**config.mk**
```make
export PLATFORM = sky130hd
export DESIGN_NAME = time_set_ctrl
export DESIGN_NICKNAME = d
export VERILOG_FILES = /design/src/rtl/time_set_ctrl.sv
export SDC_FILE = /design/constraint.sdc
export NUM_CORES = 1
export LEC_CHECK = 0
export ABC_AREA = 1
export CAP_MARGIN = 5
export CORE_AREA = 10 10 89 149
export DETAILED_ROUTE_END_ITERATION = 8
export DIE_AREA = 0 0 99 159
export GPL_ROUTABILITY_DRIVEN = 0
export GPL_TIMING_DRIVEN = 0
export HOLD_SLACK_MARGIN = 0.08
export PLACE_DENSITY = 0.56
export SLEW_MARGIN = 10
export SYNTH_ARGS = -nofsm -noshare
export SYNTH_HDL_FRONTEND = slang
export SYNTH_SLANG_ARGS = --single-unit
```
**constraint.sdc**
```tcl
create_clock -name clk -period 4.42 [get_ports clk]
set_clock_uncertainty 0.05 [all_clocks]
set_input_delay 0.442 -clock clk [delete_from_list [all_inputs] [get_ports clk]]
set_output_delay 0.442 -clock clk [all_outputs]
set_load 0.05 [all_outputs]
```
**src/rtl/time_set_ctrl.sv**
```systemverilog
// time_set_ctrl: button-driven editor for an HH:MM:SS BCD time, loading the result into the time counter on commit.
module time_set_ctrl #(
    parameter int TIMEOUT = 1000
) (
    input  logic        clk,
    input  logic        rstn,
    input  logic [19:0] cur_time,
    input  logic        btn_mode,
    input  logic        btn_inc,
    input  logic        btn_dec,
    output logic        cnt_en,
    output logic        load,
    output logic [19:0] load_time,
    output logic [1:0]  edit_field
);
    localparam logic [2:0] RUN    = 3'd0;
    localparam logic [2:0] SET_H  = 3'd1;
    localparam logic [2:0] SET_M  = 3'd2;
    localparam logic [2:0] SET_S  = 3'd3;
    localparam logic [2:0] COMMIT = 3'd4;
    localparam int IW = TIMEOUT > 2 ? $clog2(TIMEOUT) : 1;

    logic [2:0]    r_state;
    logic [IW-1:0] r_idle;
    logic [19:0]   r_shadow;
    logic          r_cnt_en, r_load;
    logic [1:0]    r_edit;
    logic [2:0]    w_next;
    logic [19:0]   w_shadow;
    logic [7:0]    w_h, w_m, w_s;
    logic          w_set, w_btn, w_timeout, w_step;

    // Steps a two-digit BCD value by one, wrapping between 0 and mx; returns {tens, units}.
    function automatic logic [7:0] bcd_step(input logic [3:0] t, input logic [3:0] u,
                                            input logic [7:0] mx, input logic up);
        logic [7:0] b, n;
        b = 8'(t) * 8'd10 + 8'(u);
        n = up ? (b >= mx ? 8'd0 : b + 8'd1) : ((b == 8'd0 || b > mx) ? mx : b - 8'd1);
        return {4'(n / 8'd10), 4'(n % 8'd10)};
    endfunction

    assign w_set     = r_state == SET_H || r_state == SET_M || r_state == SET_S;
    assign w_btn     = btn_mode | btn_inc | btn_dec;
    assign w_timeout = w_set && !w_btn && r_idle == IW'(TIMEOUT - 1);
    assign w_step    = w_set && !btn_mode && (btn_inc ^ btn_dec);
    assign w_h = bcd_step({2'b0, r_shadow[19:18]}, r_shadow[17:14], 8'd23, btn_inc);
    assign w_m = bcd_step({1'b0, r_shadow[13:11]}, r_shadow[10:7], 8'd59, btn_inc);
    assign w_s = bcd_step({1'b0, r_shadow[6:4]}, r_shadow[3:0], 8'd59, btn_inc);

    always_comb begin
        w_next = r_state == RUN ? (btn_mode ? SET_H : RUN) :
                 !w_set         ? RUN :
                 w_timeout      ? RUN :
                 btn_mode       ? r_state + 3'd1 : r_state;
        w_shadow = (r_state == RUN && btn_mode) ? cur_time :
                   !w_step            ? r_shadow :
                   r_state == SET_H   ? {w_h[5:4], w_h[3:0], r_shadow[13:0]} :
                   r_state == SET_M   ? {r_shadow[19:14], w_m[6:4], w_m[3:0], r_shadow[6:0]} :
                                        {r_shadow[19:7], w_s[6:4], w_s[3:0]};
    end

    // Outputs are registered from the next state so they change on the same edge as the state.
    always_ff @(posedge clk or posedge rstn) begin
        if (rstn) begin
            r_state  <= RUN;
            r_idle   <= '0;
            r_shadow <= '0;
            r_cnt_en <= 1'b1;
            r_load   <= 1'b0;
            r_edit   <= 2'd0;
        end else begin
            r_state  <= w_next;
            r_idle   <= (w_set && !w_btn && !w_timeout) ? r_idle + IW'(1) : '0;
            r_shadow <= w_shadow;
            r_cnt_en <= w_next == RUN || w_next == COMMIT;
            r_load   <= w_next == COMMIT;
            r_edit   <= w_next[1:0];
        end
    end

    assign cnt_en     = r_cnt_en;
    assign load       = r_load;
    assign load_time  = r_shadow;
    assign edit_field = r_edit;
endmodule
```
==> flow_summary.yaml <==
global_routing:
  grt_max_degree: 36
  grt_usage_pct: 14.19
  antenna_found_initial: 0
  grt_pass1_vias: 4134
  grt_overflow: 0
  grt_pass1_wl_um: 19060
drt:
  drt_iter0_markers: 156
  drt_pre_antenna_iters: 4
  routed_wl_um: 11510
  vias: 4262
  antenna_left: 0
  wl_per_cell_um: 13.67
  drt-vias-per-instance: 5.062
  drcViolationCount: 0
clock_network:
  ctsLongestPathBuffers: 2
  clkLatencyLatePin_ns: 0.28
  cts_hold_buf: 0
  htreeDepth: 2
  cts_buffers: 5
  clock-sinks: 35
  cts-root-buf: "clkbuf_16"
  cts.clk_slew.worst_paths_ns: 0.06
  cts_tree: "done"
yosys:
  syn_avg_cell_area_sq_um: 6.454
  netlist.area_leader.share_pct: 20.28
  synth_common_cells: "nand2_1 (188), inv_1 (86), nand3_1 (69), nor2_1 (57), ha_1 (35)"
  synthFlopType: "dfrtp_1"
  muxShareOfSynthArea_pct: 0
  synth_area_leaders: "dfrtp_1 (20%), nand2_1 (17%), ha_1 (10%)"
  synth_fp_nets: 713
  synth_fa_ha_area_share_pct: 11.87
  synth_largest_area_cell: "dfrtp_1"
  synth_edf_count: 0
  yosys.area_share.simple_pct: 44.89
  synth-seq-cells: 35
  yosysSeqAreaShare_pct: 20.91
  async_flop_share_pct: 100.0
  synth.distinct_cells: 50
  synth_compound_area_share_pct: 9.365
  yosysMostFrequentCell: "nand2_1"
  netlist_instances: 650
  yosysWarnings: 0
  synth_top_family_by_area: "simple AND/OR/NAND/NOR gates"
  synth_xor_area_share_pct: 3.310
  syn_area_sq_mm: 0.004195
cells_and_area:
  areaGrowthSynthToFinish_pct: 21.18
  nNetsFinal: 774
  drive_above_1_share_pct: 12.78
  design_area_sq_mm: 0.005084
  antenna_cells: 0
worst_setup_path:
  cp_slowest_cell: "fa_1"
  timing_worst_setup_path_type: "reg -> reg"
  rrSetupSlack_ns: 0.23
  rr_worst_depth: 26
  cpMostUsedCell: "nand2_1"
  required_ns: 4.54
  rr_startpoint: "load_time[18]$_DFFE_PP0P_"
  cp.arrival_ns: 4.31
  worst_setup_path_end_kind: "register"
  startpoint_type: "register"
  max_stage_delay_ns: 0.47
  r2r_end: "load_time[17]$_DFFE_PP0P_"
  crit_fanout: 6
floorplan:
  dieArea_sq_mm: 0.01574
  num_io_pins: 49
  die_w_um: 99
  rows: 50
  core-area_sq_mm: 0.01070
  initial_utilization_pct: 39.22
  die_h_um: 159
hold_path:
  whs_path_depth: 1
  min_from: "r_idle[0]$_DFF_PP0_"
  whs_endpoint: "r_idle[0]$_DFF_PP0_"
  min_path_type: "reg -> reg"
sta:
  timing.hold.ws_ns: 0.4047
  fin_crit_ns: 4.194
  fmax_mhz: 238.4
  drv_slew: 0
  fin_setup_tns_ns: 0
  finalHoldViolations: 0
  relSlewSlack_pct: 49.07
  post-route-period-util_pct: 94.89
  tightest_slew_ns: 0.7629
  finalSetupViolCount: 0
flow_run:
  cap_violations: 0
placement:
  portBuffers: 48
  place_hpwl_um: 9345
  dpl_cell_area_sq_mm: 0.004838
outcome:
  status: "completed"
==> area by class of cell <==
cell class | count | area [sq um]
multi-input cells | 512 | 2949
plain buffers | 8 | 45.04
inverters | 95 | 356.6
well taps | 130 | 162.7
clock buffers | 6 | 128.9
flip-flops and latches | 35 | 878.3
fillers | 1102 | 5614
clock inverters | 2 | 37.54
repair buffers | 54 | 525.5
==> kinds of logic (layout without fill, tap and decap cells) <==
logic type	after synthesis	in the layout
adder cells (fa/ha/maj)	38	38
flip-flops	35	35
AO/OA/AOI/OAI	59	59
other	1	1
XOR/XNOR	15	15
AND/OR/NAND/NOR	399	399
buffers and inverters	103	165
==> how the worst max path moves through the flow <==
stage | from | to
6_report | load_time[18]$_DFFE_PP0P_ | load_time[17]$_DFFE_PP0P_
4_1_cts | load_time[18]$_DFFE_PP0P_ | load_time[17]$_DFFE_PP0P_
5_1_grt | load_time[18]$_DFFE_PP0P_ | load_time[17]$_DFFE_PP0P_
3_3_place_gp | load_time[15]$_DFFE_PP0P_ | load_time[17]$_DFFE_PP0P_
3_5_place_dp | load_time[18]$_DFFE_PP0P_ | load_time[17]$_DFFE_PP0P_
2_1_floorplan | load_time[15]$_DFFE_PP0P_ | load_time[17]$_DFFE_PP0P_
==> flip-flops by register name, summed over array words and instances, names as in the netlist <==
name       flops
r_idle        10
load           1
cnt_en         1
load_time     20
r_state        3
==> per-layer routing <==
layer	track usage [%]	share of wire, %	vias to the layer above
met1	15.29	41	1924
met3	2.083	3.4	19
met5	0	0	-
met2	26.69	53	75
met4	4.843	2.1	0
li1	-	-	2244
==> cell usage in the layout, fill, tap and decap left out, types with 8 or more instances in the layout <==
cell type          n
nor2_1            57
nand2_2           19
o21ai_0           16
xnor2_1            9
nand3_2           10
nand3_1           67
nand4_1           20
dfrtp_1           33
nor3_1             8
ha_1              33
inv_1             84
nand2_1          185
clkdlybuf4s50_1   48
a21oi_1           10
buf_4              9
inv_2             11
==> worst max-delay path, delay by kind of cell, from the launching register on <==
| kind | cells | cell delay, ns |
|---|---|---|
| fa+ha+maj | 5 | 1.37 |
| simple gates | 18 | 1.94 |
| buf+inv | 3 | 0.27 |
| flops | 1 | 0.43 |
==> timing repair <==
action,4_1_cts,5_1_grt
pin swaps,1,5
resized for setup,1,10
setup endpoints to repair,1,4
buffers inserted,1,5
==> through the flow <==
| step | cells | setup slack, ns | utilization, % |
|---|---|---|---|
| 2_1_floorplan | 650 | 0.1983 | - |
| 3_3_place_gp | 828 | -0.007671 | 45.23 |
| 3_5_place_dp | 828 | -0.06981 | 45.23 |
| 4_1_cts | 837 | 0.04171 | 46.88 |
| 5_1_grt | 842 | -0.04445 | 47.52 |
| 6_report | 842 | 0.2257 | 47.52 |
Power is left out: the tool's default activity adds up to more than one toggle a clock period on the data nets, which glitch-free logic cannot reach.
